$ cat src/rtl/seg_pkg.sv
// Shared seven-segment definitions: the pattern table used by both the
// display driver and this read-back path, a decoder and a one-hot helper.
package seg_pkg;

    // Segment bit order is {A,B,C,D,E,F,G} = seg[6:0]; index equals hex value.
    localparam logic [6:0] SEG_PATTERNS [16] = '{
        7'h7E, 7'h30, 7'h6D, 7'h79, 7'h33, 7'h5B, 7'h5F, 7'h70,
        7'h7F, 7'h7B, 7'h77, 7'h1F, 7'h4E, 7'h3D, 7'h4F, 7'h47
    };

    // Frame state machine encoding.
    localparam logic [0:0] FRAME_COLLECT = 1'b0;
    localparam logic [0:0] FRAME_PUBLISH = 1'b1;

    // Result of decoding one digit pattern.
    typedef struct packed {
        logic       err;
        logic [3:0] value;
    } seg_decode_t;

    // Reverse lookup of a segment pattern; unknown patterns give value 0, err 1.
    function automatic seg_decode_t seg_decode(input logic [6:0] pattern);
        seg_decode_t result;
        result.err   = 1'b1;
        result.value = 4'h0;
        for (int i = 0; i < 16; i++) begin
            if (pattern == SEG_PATTERNS[i]) begin
                result.err   = 1'b0;
                result.value = 4'(i);
            end
        end
        return result;
    endfunction

    // True when exactly one bit is set (callers zero-extend narrower selects).
    function automatic logic is_onehot(input logic [7:0] v);
        return (v != 8'd0) && ((v & (v - 8'd1)) == 8'd0);
    endfunction

endpackage

$ cat src/rtl/seg_stable_detect.sv
// Synchronizes the display bus and flags a digit pattern once it has been
// held steady long enough; the strobe fires once per stable window.
module seg_stable_detect
    import seg_pkg::*;
#(
    parameter int DIGITS        = 4,
    parameter int STABLE_CYCLES = 4
) (
    input  logic              clk,
    input  logic              rst_n,
    input  logic [DIGITS-1:0] an,
    input  logic [6:0]        seg,
    output logic [DIGITS-1:0] an_sync,
    output logic [6:0]        seg_sync,
    output logic              capture
);

    localparam int         W       = DIGITS + 7;
    localparam logic [7:0] CNT_MAX = 8'(STABLE_CYCLES);
    localparam logic [7:0] CNT_ARM = 8'(STABLE_CYCLES - 2);

    logic [W-1:0] meta;
    logic [W-1:0] sync;
    logic [W-1:0] prev;
    logic [7:0]   cnt;
    logic         stable;

    // Two-flop synchronizer plus a copy of the previous synchronized sample.
    always_ff @(posedge clk or negedge rst_n) begin
        if (!rst_n) begin
            meta <= '0;
            sync <= '0;
            prev <= '0;
        end else begin
            meta <= {an, seg};
            sync <= meta;
            prev <= sync;
        end
    end

    // A sample only counts toward stability if it repeats and selects one digit.
    always_comb begin
        stable = (sync == prev) && is_onehot(8'(sync[W-1:7]));
    end

    // Saturating stability counter, cleared by any change or invalid select.
    always_ff @(posedge clk or negedge rst_n) begin
        if (!rst_n) begin
            cnt <= 8'd0;
        end else if (!stable) begin
            cnt <= 8'd0;
        end else if (cnt < CNT_MAX) begin
            cnt <= cnt + 8'd1;
        end
    end

    assign capture  = stable && (cnt == CNT_ARM);
    assign an_sync  = sync[W-1:7];
    assign seg_sync = sync[6:0];

endmodule

$ cat src/rtl/segment_reader.sv
// Reads a multiplexed seven-segment bus back into hex digits and publishes
// a complete frame once every digit position has been captured.
module segment_reader
    import seg_pkg::*;
#(
    parameter int DIGITS        = 4,
    parameter int STABLE_CYCLES = 4
) (
    input  logic                  clk,
    input  logic                  rst_n,
    input  logic [DIGITS-1:0]     an,
    input  logic [6:0]            seg,
    output logic                  capture,
    output logic                  frame_valid,
    output logic [4*DIGITS-1:0]   digits,
    output logic [DIGITS-1:0]     digit_err
);

    logic [DIGITS-1:0]   an_sync;
    logic [6:0]          seg_sync;
    logic                cap_strobe;
    seg_decode_t         dec;
    logic [3:0]          shadow_val [DIGITS];
    logic [DIGITS-1:0]   shadow_err;
    logic [4*DIGITS-1:0] shadow_flat;
    logic [DIGITS-1:0]   seen;
    logic [0:0]          state;
    logic                publish_now;

    seg_stable_detect #(
        .DIGITS        (DIGITS),
        .STABLE_CYCLES (STABLE_CYCLES)
    ) u_detect (
        .clk      (clk),
        .rst_n    (rst_n),
        .an       (an),
        .seg      (seg),
        .an_sync  (an_sync),
        .seg_sync (seg_sync),
        .capture  (cap_strobe)
    );

    assign dec = seg_decode(seg_sync);

    // Publish as soon as all digits are seen; PUBLISH blocks an immediate repeat.
    always_comb begin
        publish_now = (state == FRAME_COLLECT) && (&seen);
    end

    // Flatten the shadow slots into the output frame layout.
    always_comb begin
        shadow_flat = '0;
        for (int i = 0; i < DIGITS; i++) begin
            shadow_flat[4*i +: 4] = shadow_val[i];
        end
    end

    // Shadow slots hold the most recent capture of each digit position.
    always_ff @(posedge clk or negedge rst_n) begin
        if (!rst_n) begin
            for (int i = 0; i < DIGITS; i++) begin
                shadow_val[i] <= 4'h0;
            end
            shadow_err <= '0;
        end else begin
            for (int i = 0; i < DIGITS; i++) begin
                if (cap_strobe && an_sync[i]) begin
                    shadow_val[i] <= dec.value;
                    shadow_err[i] <= dec.err;
                end
            end
        end
    end

    // Seen mask: cleared on publish, with a same-cycle capture landing after the clear.
    always_ff @(posedge clk or negedge rst_n) begin
        if (!rst_n) begin
            seen <= '0;
        end else begin
            seen <= (publish_now ? '0 : seen) | (cap_strobe ? an_sync : '0);
        end
    end

    // Frame state machine: PUBLISH marks the single cycle frame_valid is high.
    always_ff @(posedge clk or negedge rst_n) begin
        if (!rst_n) begin
            state <= FRAME_COLLECT;
        end else begin
            case (state)
                FRAME_COLLECT: if (publish_now) state <= FRAME_PUBLISH;
                FRAME_PUBLISH: state <= FRAME_COLLECT;
                default:       state <= FRAME_COLLECT;
            endcase
        end
    end

    // Registered outputs: capture pulse, frame pulse and the published frame.
    always_ff @(posedge clk or negedge rst_n) begin
        if (!rst_n) begin
            capture     <= 1'b0;
            frame_valid <= 1'b0;
            digits      <= '0;
            digit_err   <= '0;
        end else begin
            capture     <= cap_strobe;
            frame_valid <= publish_now;
            if (publish_now) begin
                digits    <= shadow_flat;
                digit_err <= shadow_err;
            end
        end
    end

endmodule

$ cat config.mk
export PLATFORM = sky130hd
export DESIGN_NAME = segment_reader
export DESIGN_NICKNAME = d
export VERILOG_FILES = /design/src/rtl/seg_pkg.sv /design/src/rtl/seg_stable_detect.sv /design/src/rtl/segment_reader.sv
export SDC_FILE = /design/constraint.sdc
export NUM_CORES = 1
export LEC_CHECK = 0
export ABC_AREA = 1
export CAP_MARGIN = 20
export CORE_ASPECT_RATIO = 1.2
export CORE_MARGIN = 2
export CORE_UTILIZATION = 45
export DETAILED_ROUTE_END_ITERATION = 16
export GPL_TIMING_DRIVEN = 1
export PLACE_DENSITY = 0.66
export RECOVER_POWER = 100
export SETUP_SLACK_MARGIN = 0.05
export SYNTH_ARGS = -nofsm -noshare
export SYNTH_HDL_FRONTEND = slang
export SYNTH_HIERARCHICAL = 1
export SYNTH_SLANG_ARGS = --single-unit
$ cat constraint.sdc
create_clock -name clk -period 3.65 [get_ports clk]
set_input_delay 0.73 -clock clk [delete_from_list [all_inputs] [get_ports clk]]
set_output_delay 0.73 -clock clk [all_outputs]
set_load 0.02 [all_outputs]
=== After elaboration in Yosys (flattened, before gate mapping) ===
Index checks and enable logic that the tools add are counted.

* Add/subtract/negate cells: 2
* $lt $le $gt $ge: 1
* Eq/ne operators: 19
* Mux-type cells: 22
* Bitwise operators: 3
* Reductions and logical operators: 11

{| class="wikitable"
|+ Operator list
! cell !! count
|-
| $eq A7 B7 Y1 const B || 12
|-
| $mux W5 || 16
|-
| $eq A7 B6 Y1 const B || 3
|-
| $mux W8 || 2
|-
| $eq A11 B11 Y1 || 1
|-
| $add A8 B1 Y8 const B || 1
|-
| $and A4 B8 Y8 || 1
|-
| $eq A8 B2 Y1 const B || 1
|-
| $logic_and A1 B1 Y1 || 8
|-
| $logic_not A8 Y1 || 1
|-
| $lt A8 B3 Y1 const B || 1
|-
| $mux W4 || 2
|-
| $eq A7 B5 Y1 const B || 1
|-
| $sub A4 B1 Y5 const B || 1
|-
| $or A4 B4 Y4 || 1
|-
| $reduce_and A4 Y1 || 1
|-
| $reduce_bool A4 Y1 || 1
|-
| $ne A2 B2 Y1 const B || 1
|-
| $pmux W1 S2 || 1
|-
| $mux W1 || 1
|-
| $not A1 Y1 || 1
|}

* Bits in registers: 88
* Input bits: 13
* Output and inout bits: 22
* Logic and storage cells: 76

=== Depth between registers and ports, before layout ===
Gate-level depths: netlist (run 1).

* Depth in word-level cells: 17
* Gate-level depth with buffers: 13

=== By module ===
The synthesis (run 1) kept the hierarchy.

{| class="wikitable"
|+ Modules (own cells, without submodules)
! module !! times used !! cells an instance !! area an instance (um2) !! sequential area each (um2)
|-
| segment_reader || 1 || 220 || 2,025.7 || 1,151.1
|-
| seg_stable_detect || 1 || 134 || 1,408.9 || 1,026.0
|}

=== Worst setup path after synthesis (run 1) ===
OpenSTA, ideal clock, no wires.

* Kind: reg-to-reg
* Start: register u_detect.sync[6]
* End: register shadow_val, in the netlist shadow_flat[14]
* Library setup time: 0.082 ns
* Data arrival time: 1.608 ns
* Data required time: 3.568 ns
* Setup slack: 1.960 ns
* Stages on the path, launching flop included: 13
* Buffers on the path: 0
* Period minus slack after synthesis: 1.690 ns
* Cell sequence: dfrtp_1 -> inv_1 -> nand2_1 -> nand2_1 -> nor2_1 -> nand2_1 -> nor2_1 -> nand2_2 -> nor2_1 -> nand2_1 -> inv_1 -> nor2_1 -> a31oi_1

* Elaborated cells on any way between the ends: 34
* Classes of those cells: 16 x eq/ne; 15 x mux; 3 x reduce/logical

{| class="wikitable"
|+ RTL lines
! element !! line !! source
|-
| from (decl) || seg_stable_detect.sv:23 || <nowiki>logic [W-1:0] sync;</nowiki>
|-
| from (signal assigned) || seg_stable_detect.sv:36 || <nowiki>sync <= meta;</nowiki>
|-
| $eq A11 B11 Y1 || seg_stable_detect.sv:43 || <nowiki>stable = (sync == prev) && is_onehot(8'(sync[W-1:7]));</nowiki>
|-
| $logic_and A1 B1 Y1 || seg_stable_detect.sv:43 ||
|-
| $logic_and A1 B1 Y1 || seg_stable_detect.sv:57 || <nowiki>assign capture = stable && (cnt == CNT_ARM);</nowiki>
|-
| named net cap_strobe || segment_reader.sv:21 || <nowiki>logic cap_strobe;</nowiki>
|-
| $logic_and A1 B1 Y1 || segment_reader.sv:67 || <nowiki>if (cap_strobe && an_sync[i]) begin</nowiki>
|-
| to (signal, indexed assignment) || segment_reader.sv:68 || <nowiki>shadow_val[i] <= dec.value;</nowiki>
|-
| to (decl) || segment_reader.sv:23 || <nowiki>logic [3:0] shadow_val [DIGITS];</nowiki>
|}

The timed path passes the listed nets, and every way through them passes these cells.
A chain may end at the register's enable or synchronous reset.

=== Worst setup path in the final report (run 1) ===
* Start: register seen[0]
* End: register digits[14]

* Longest elaborated chain between the ends: 2

{| class="wikitable"
|+ Ends and longest elaborated chain
! element !! line !! source
|-
| from (decl) || segment_reader.sv:26 || <nowiki>logic [DIGITS-1:0] seen;</nowiki>
|-
| from (signal assigned) || segment_reader.sv:80 || <nowiki>seen <= (publish_now ? '0 : seen) | (cap_strobe ? an_sync : '0);</nowiki>
|-
| $reduce_and A4 Y1 || segment_reader.sv:47 || <nowiki>publish_now = (state == FRAME_COLLECT) && (&seen);</nowiki>
|-
| $logic_and A1 B1 Y1 || segment_reader.sv:47 ||
|-
| to (signal assigned) || segment_reader.sv:108 || <nowiki>digits <= shadow_flat;</nowiki>
|-
| to (decl) || segment_reader.sv:15 || <nowiki>output logic [4*DIGITS-1:0] digits,</nowiki>
|}

No other way between the ends.

==> impl_metrics.yaml, run 1 <==
die:
  core_area_sq_um: 7320
  num_rows: 34
  die-area_sq_um: 8350
  boundaryPins: 35
  start_util_pct: 46.9
  fp.dieW_microns: 83.8
  dieHeight_microns: 99.7
hold_path:
  hold_class: "reg -> reg"
grt:
  grt_pass1_vias: 2291
  grt_overflow_total: 0
  antenna_found_initial: 0
  grt_use_total_pct: 16.3
  grt_pass1_wl_microns: 10600
  grt_start_max_net_pins: 88
placed_design:
  port_buffers: 34
  place_congestion: 0.849
  dp_hpwl_microns: 4290
  place_inst: 476
logic_synthesis:
  synth-seq-cells: 87
  netlist_instances: 354
  synthTopCellsByArea: "dfrtp_1 63%, nand2_1 8.3%, nor2_1 6.0%"
  synth_top_cell_by_area: "dfrtp_1"
  syn-cell-area_sq_um: 3430
  synth_top_area_share_pct: 63.4
  synth.most_common_cell: "dfrtp_1"
  synth_nets: 369
  syn_avg_cell_area_sq_um: 9.70
  synth_top_flop_cell: "dfrtp_1"
  ys_seq_area_share_pct: 63.4
  synth_cell_types: 23
  synth_edf_count: 0
  synthTopCellsByCount: "87 x dfrtp_1, 76 x nand2_1, 55 x nor2_1"
  synth-async-reset-ratio_pct: 100
  ys_warn_count: 6
clocking:
  htree_levels: 3
  cts_inserted_buffers: 9
  cts_root_buffer: "clkbuf_8"
  holdBufCountCts: 0
  clk_latency_ns: 0.36
  cts_tree: "done"
  clkSlewWorstSetupHoldPaths_ns: 0.08
  cts_resized: 0
  clockBufferDepth: 2
  clock-sinks: 87
  postCtsSetupBuffers: 0
drt:
  wire_per_inst_microns: 12.2
  drc: 0
  drtIter0Drc: 101
  routed_via_density: 4.71
  totalWireLength_microns: 6010
  first_pass_iters: 4
  num_vias: 2323
  drtAntennaViolNets: 0
sta:
  skew_ns: 0.00840
  drv_slew: 0
  finalCriticalPeriod_ns: 2.20
  slew_headroom_pct: 4.39
  rsz0062_at_grt: "false"
  worst-slew-pin-transition_ns: 1.43
  finalHoldViolCount: 0
  fmax_mhz: 454
  finalSetupTns_ns: 0
  finalCritPeriodShare_pct: 60.4
  setup_viol: 0
  whs_ns: 0.353
power_and_ir_drop:
  powerDensity_nw_per_um2: 425
  leakage_uw: 0.00215
  ir_drop_uv: 320
critical_path:
  required_ns: 3.89
  startpoint_type: "flop"
  critPathArrivalTime_ns: 2.44
  crit_path_end_kind: "flop"
  cp_max_fo: 32
  path_class: "reg -> reg"
final_layout:
  drive_above_1_share_pct: 10.9
  final_cells: 493
  multi_input_area_sq_um: 1040
  area_growth_pct: 19.6
  fillers: 644
  antenna_cells: 0
  ff_latch_area_sq_um: 2180
  final_net_count: 413
flow_run:
  cap_violations: 0
outcome:
  outcome: "finished, final reports clean"
## layout make-up
| class | instances | area share [%] |
|---|---|---|
| clock inverters | 4 | 1.31 |
| inverters | 53 | 4.84 |
| multi-input cells | 211 | 25.4 |
| flip-flops and latches | 87 | 53.0 |
| repair buffers | 36 | 8.89 |
| clock buffers | 12 | 3.78 |
| well taps | 90 | 2.74 |
## where the power goes
part	internal [uW]	switching (uW)
sequential	981	15.5
combinational	25.0	45.8
clock	355	325
## flip-flops by register name, summed over array words and instances, names as in the netlist
name           cells
u_detect/prev     11
u_detect/cnt       8
seen               4
capture            1
shadow_flat       16
u_detect/meta     11
shadow_err         4
digits            16
frame_valid        1
u_detect/sync     11
digit_err          4
## placed cells by master (no fill, tap or decap), drive strengths merged
cell type | Yosys | layout
a21oi | 11 | 11
a31oi | 5 | 5
and2 | 1 | 1
buf | 3 | 1
bufinv | 0 | 1
clkbuf | 0 | 14
clkinv | 0 | 1
clkinvlp | 0 | 2
dfrtp | 87 | 87
dlygate4sd3 | 0 | 33
ha | 2 | 2
inv | 53 | 53
mux2 | 13 | 13
nand2 | 79 | 79
nand3 | 18 | 18
nand4 | 2 | 2
nor2 | 59 | 59
nor3 | 4 | 4
o21ai | 16 | 16
xor2 | 1 | 1
## metal layers
layer | routed length (microns) | share of wire (%) | GRT usage [%]
met4 | 148 | 2.5 | 8.81
met3 | 157 | 2.6 | 3.07
met2 | 2840 | 47 | 25.7
met5 | 0 | 0 | 0
met1 | 2860 | 48 | 21.7
## critical path, cell delays in order (launching register included)
cell      delay, ns
dfrtp_1        0.36
nand3_1        0.12
nor3_4         0.11
clkbuf_1       1.06
mux2_2         0.43
## metrics by stage
stage                     instance area (sq um)  utilization (%)  setup slack [ns]  power [uW]
after CTS                                  4090             55.9              1.50        1770
after global routing                       4110             56.1              1.14        1830
final                                      4110             56.1              1.45        1750
after global placement                     3880             53.0              1.62        1090
after floorplan                            3430                -              1.96        1050
after detailed placement                   3880             53.0              1.54        1090
## cell families (layout without fill, tap and decap cells)
kind of cell / Yosys count / in the layout / synth area share [%]
fa+ha+maj: 2 / 2 / 0.728
xor+xnor: 1 / 1 / 0.255
compound gates: 32 / 32 / 5.06
buf+inv: 56 / 105 / 6.30
mux: 13 / 13 / 4.26
simple gates: 163 / 163 / 20.0
flops: 87 / 87 / 63.4
## final timing paths
| path | startpoint | end | slack (ns) | depth (start not counted) |
|---|---|---|---|---|
| worst max-delay path | seen[0]$_DFF_PN0_ | digits[14]$_DFFE_PN0P_ | 1.45 | 4 |
| worst min-delay path | u_detect/meta[0]$_DFF_PN0_ | u_detect/sync[0]$_DFF_PN0_ | 0.35 | 0 |
| worst max register to register | seen[0]$_DFF_PN0_ | digits[14]$_DFFE_PN0P_ | 1.45 | 4 |
| worst min register to register | u_detect/meta[0]$_DFF_PN0_ | u_detect/sync[0]$_DFF_PN0_ | 0.35 | 0 |
| max in group asynchronous | rst_n | u_detect/cnt[1]$_DFFE_PN0P_ | 2.06 | 2 |
| min in group asynchronous | rst_n | u_detect/meta[2]$_DFF_PN0_ | 0.67 | 1 |
(Power assumes the default switching activity.)
==> inputs of run 2 (changes only) <==
Clock period 3.65 ns to 2.1 ns, I/O delays scaled along.
==> run 2 against run 1 <==
  * Global-route usage up 0.49 points
  * Worst hold slack worse by 0.0030 ns
  * Cell area down 0.58%
  * Setup slack worse by 1.2 ns
  * Combinational power up 75%
  * Highest routed layer unchanged
  * Critical path depth down 3
  * Largest cell class unchanged
  * Critical path type is now reg -> out
  * Via count up 1.0%
  * Sequential share of layout area up 0.31 points
==> impl_metrics.yaml, run 2 (synthesis results as in run 1) <==
outcome:
  outcome: "finished, final reports clean"
die:
  dieHeight_microns: 99.7
  die-area_sq_um: 8350
  start_util_pct: 46.9
  fp.dieW_microns: 83.8
  num_rows: 34
  boundaryPins: 35
  core_area_sq_um: 7320
clocking:
  clock-sinks: 87
  clk_latency_ns: 0.36
  cts_root_buffer: "clkbuf_8"
  htree_levels: 3
  clkSlewWorstSetupHoldPaths_ns: 0.08
  postCtsSetupBuffers: 0
  cts_inserted_buffers: 9
  clockBufferDepth: 2
  cts_tree: "done"
placed_design:
  pre_cts_ws_ns: 0.0961
  dpl_cell_area_sq_um: 3950
  place_congestion: 0.841
  dp_hpwl_microns: 4490
  port_buffers: 34
critical_path:
  r2r_slack_ns: 0.27
  r2r_end: "shadow_flat[14]$_DFFE_PN0P_"
  crit_path_end_kind: "primary output"
  cp_max_fo: 2
  reg2reg_from: "u_detect/sync[7]$_DFF_PN0_"
  critPathTopFamily: "buffers and inverters"
  startpoint: "frame_valid$_DFF_PN0_"
  rr_worst_depth: 11
  required_ns: 1.68
  cp_slowest_cell: "dlygate4sd3_1"
  cpPeakStageDelay_ns: 0.69
  startpoint_type: "flop"
  path_buf_inv: 1
  worst-path-stages: 1
  path_class: "reg -> out"
  path_cells: "dlygate4sd3_1"
  critPathArrivalTime_ns: 1.43
sta:
  finalHoldViolCount: 0
  setup_viol: 0
  drv_slew: 0
  finalCritPeriodShare_pct: 88.2
  finalCriticalPeriod_ns: 1.85
  skew_ns: 0.0105
  rsz0062_at_grt: "true"
  finalSetupTns_ns: 0
  setup_ws_ns: 0.248
  worst-slew-pin-transition_ns: 0.970
  fmax_mhz: 540
  slew_headroom_pct: 35.4
grt:
  grt_overflow_total: 0
  grt_use_total_pct: 16.8
  grt_pass1_wl_microns: 10900
  antenna_found_initial: 0
  grt_pass1_vias: 2342
  grt_start_max_net_pins: 40
drt:
  first_pass_iters: 4
  wire_per_inst_microns: 12.2
  drc: 0
  drtIter0Drc: 130
  totalWireLength_microns: 6070
  routed_via_density: 4.70
  num_vias: 2347
  drtAntennaViolNets: 0
final_layout:
  drive_above_1_share_pct: 12.2
  final_area_sq_um: 4080
  mostFrequentLayoutCell: "dfrtp_1"
  antenna_cells: 0
  final_cell_mix: "87 x dfrtp_1, 76 x nand2_1, 54 x nor2_1"
  multi_input_area_sq_um: 1050
  ff_latch_area_sq_um: 2180
  final_net_count: 420
  fillers: 650
  area_growth_pct: 18.9
flow_run:
  cap_violations: 0
hold_path:
  min-delay-start: "u_detect/meta[4]$_DFF_PN0_"
  hold_class: "reg -> reg"
  hold_end: "u_detect/sync[4]$_DFF_PN0_"
  hold_depth: 0
power_and_ir_drop:
  ir_drop_uv: 434
  powerDensity_nw_per_um2: 698
  leakage_uw: 0.00215
-- run 2: layout make-up --
cell class | count | area share [%]
sequential | 87 | 53.3
multi-input combinational | 211 | 25.7
timing repair buffer | 43 | 9.34
inverter | 53 | 4.87
clock buffer | 11 | 3.46
tap | 90 | 2.76
clock inverter | 4 | 0.551
-- run 2: how the worst max path moves through the flow --
stage | endpoint
CTS | shadow_flat[14]$_DFFE_PN0P_
detailed placement | shadow_flat[14]$_DFFE_PN0P_
floorplan | shadow_flat[14]$_DFFE_PN0P_
global route | shadow_flat[15]$_DFFE_PN0P_
finish | frame_valid
global placement | shadow_flat[14]$_DFFE_PN0P_
-- run 2: power by group --
group / total [uW] / switching [uW] / internal [uW]
sequential: 1730 / 24.9 / 1710
combinational: 124 / 81.8 / 41.9
clock: 997 / 547 / 449
-- run 2: metrics by stage --
| step | utilization, % | hold WS (ns) | total power [uW] | cells |
|---|---|---|---|---|
| 2_1_floorplan | - | 0.124 | 1820 | 354 |
| 3_3_place_gp | 53.9 | 0.333 | 1900 | 483 |
| 3_5_place_dp | 53.9 | 0.335 | 1900 | 483 |
| 4_1_cts | 56.3 | 0.354 | 2910 | 499 |
| 5_1_grt | 55.8 | 0.351 | 3000 | 499 |
| 6_report | 55.8 | 0.350 | 2850 | 499 |
-- run 2: layer usage --
metal	up-vias	share of wire [%]	global-route usage [%]
met5	-	0	0
met4	0	1.5	5.96
met3	8	4.6	5.06
met2	47	47	26.5
met1	1093	47	22.4
li1	1199	-	-
-- run 2: repair_timing --
action	4_1_cts	5_1_grt
setup endpoints to repair	0	20
hold endpoints to repair	22	0
hold buffers	1	0
resized for setup	0	4
==> inputs of run 3 (changes only) <==
Settings changed: PLACE_DENSITY 0.66 to 0.63.
==> run 3 against run 2 <==
  * Final cell count increased by 0.40%
  * First-iteration DRC count increased by 43%
  * Critical path depth increased by 10
  * Sequential share of layout area decreased by 0.32 points
  * Register-to-register slack about the same
  * Largest power group unchanged
==> impl_metrics.yaml, run 3 (synthesis results as in run 1) <==
outcome:
  outcome: "finished, final reports clean"
final_layout:
  fillers: 676
  final_cell_mix: "87 x dfrtp_1, 76 x nand2_1, 55 x nor2_1"
  multi_input_area_sq_um: 1040
  final_util_pct: 56.2
  antenna_cells: 0
  final_net_count: 421
  area_growth_pct: 19.6
  mostFrequentLayoutCell: "dfrtp_1"
  ff_latch_area_sq_um: 2180
  drive_above_1_share_pct: 12.7
sta:
  setup_viol: 0
  slew_headroom_pct: 23.5
  rsz0062_at_grt: "true"
  finalSetupTns_ns: 0
  finalCriticalPeriod_ns: 1.82
  finalHoldViolCount: 0
  finalCritPeriodShare_pct: 86.6
  skew_ns: 0.0129
  fmax_mhz: 550
  drv_slew: 0
  worst-slew-pin-transition_ns: 1.15
critical_path:
  reg2reg_from: "u_detect/sync[7]$_DFF_PN0_"
  rr_worst_depth: 11
  path_class: "reg -> reg"
  cp_max_fo: 8
  required_ns: 2.38
  startpoint_type: "flop"
  critPathArrivalTime_ns: 2.10
  crit_path_end_kind: "flop"
  r2r_end: "shadow_flat[3]$_DFFE_PN0P_"
  r2r_slack_ns: 0.28
drt:
  drtIter0Drc: 186
  routed_via_density: 4.73
  wire_per_inst_microns: 12.1
  first_pass_iters: 4
  drc: 0
  num_vias: 2372
  totalWireLength_microns: 6070
  drtAntennaViolNets: 0
die:
  core_area_sq_um: 7320
  dieHeight_microns: 99.7
  boundaryPins: 35
  fp.dieW_microns: 83.8
  num_rows: 34
  start_util_pct: 46.9
  die-area_sq_um: 8350
grt:
  grt_pass1_vias: 2317
  antenna_found_initial: 0
  grt_use_total_pct: 16.5
  grt_pass1_wl_microns: 10900
  grt_overflow_total: 0
  grt_start_max_net_pins: 88
power_and_ir_drop:
  ir_drop_uv: 501
  p_sw_share_pct: 23.8
  power_frac_seq_pct: 57.0
  p_switching_uw: 719
  p_int_uw: 2310
  powerDensity_nw_per_um2: 737
  pwr-share-comb_pct: 4.2
  leakage_uw: 0.00215
  clkPwrFrac_pct: 38.8
flow_run:
  cap_violations: 0
clocking:
  clock-sinks: 87
  postCtsSetupBuffers: 0
  cts_root_buffer: "clkbuf_8"
  clkSlewWorstSetupHoldPaths_ns: 0.09
  clk_latency_ns: 0.36
  clockBufferDepth: 2
  htree_levels: 3
  holdBufCountCts: 0
  cts_resized: 0
  cts_inserted_buffers: 9
  cts_tree: "done"
hold_path:
  hold_class: "reg -> reg"
  min-delay-start: "u_detect/meta[5]$_DFF_PN0_"
  hold_end: "u_detect/sync[5]$_DFF_PN0_"
  hold_depth: 0
placed_design:
  port_buffers: 34
  dp_hpwl_microns: 4340
  place_congestion: 0.827
[run 3: worst max path at each step]
stage | start | end | slack [ns] | cells past startpoint
finish | u_detect/sync[7]$_DFF_PN0_ | shadow_flat[3]$_DFFE_PN0P_ | 0.28 | 11
floorplan | u_detect/sync[6]$_DFF_PN0_ | shadow_flat[14]$_DFFE_PN0P_ | 0.41 | 12
CTS | u_detect/sync[7]$_DFF_PN0_ | shadow_flat[15]$_DFFE_PN0P_ | 0.18 | 11
global placement | u_detect/sync[7]$_DFF_PN0_ | shadow_flat[3]$_DFFE_PN0P_ | 0.20 | 11
global route | u_detect/sync[9]$_DFF_PN0_ | shadow_flat[3]$_DFFE_PN0P_ | 0.05 | 11
detailed placement | u_detect/sync[7]$_DFF_PN0_ | shadow_flat[15]$_DFFE_PN0P_ | 0.22 | 11
[run 3: per-stage QoR]
step	std cells	setup WS, ns	hold WS, ns	power, uW	cell area (sq um)
final	501	0.281	0.349	3030	4110
after CTS	501	0.184	0.0978	3090	4160
after detailed placement	485	0.216	0.335	1900	3960
after global placement	485	0.201	0.334	1900	3960
after floorplan	354	0.410	0.124	1820	3430
after global routing	501	0.0498	0.364	3170	4110
[run 3: routing by layer]
metal | part of all wire (%) | track usage (%) | routed length, microns
met1 | 46 | 22.4 | 2810
met2 | 49 | 25.7 | 2950
met3 | 4.2 | 4.48 | 253
met4 | 0.89 | 5.96 | 54
met5 | 0 | 0 | 0
[run 3: cell type report]
cell class	count	area share, %
flip-flops and latches	87	53.0
multi-input cells	211	25.2
repair buffers	44	9.29
inverters	53	4.84
clock buffers	9	3.01
well taps	90	2.74
clock inverters	7	1.92
[run 3: power groups by stage]
stage / registers [uW] / logic (uW) / clock network, uW
2_1_floorplan: 1760 / 58.3 / 0
3_3_place_gp: 1760 / 142 / 0
3_5_place_dp: 1760 / 144 / 0
4_1_cts: 1730 / 144 / 1220
5_1_grt: 1730 / 151 / 1290
6_report: 1730 / 128 / 1170
[run 3: critical path, cell delays in order (launching register included)]
cell and delay [ns]:
dfrtp_1 0.42, nor2_1 0.15, nor2_1 0.06, nor2_1 0.09
nand2_1 0.05, nor2_1 0.12, nand2_2 0.06, nor2_1 0.23
nand2_1 0.20, inv_2 0.18, nor2_1 0.06, a31oi_1 0.13
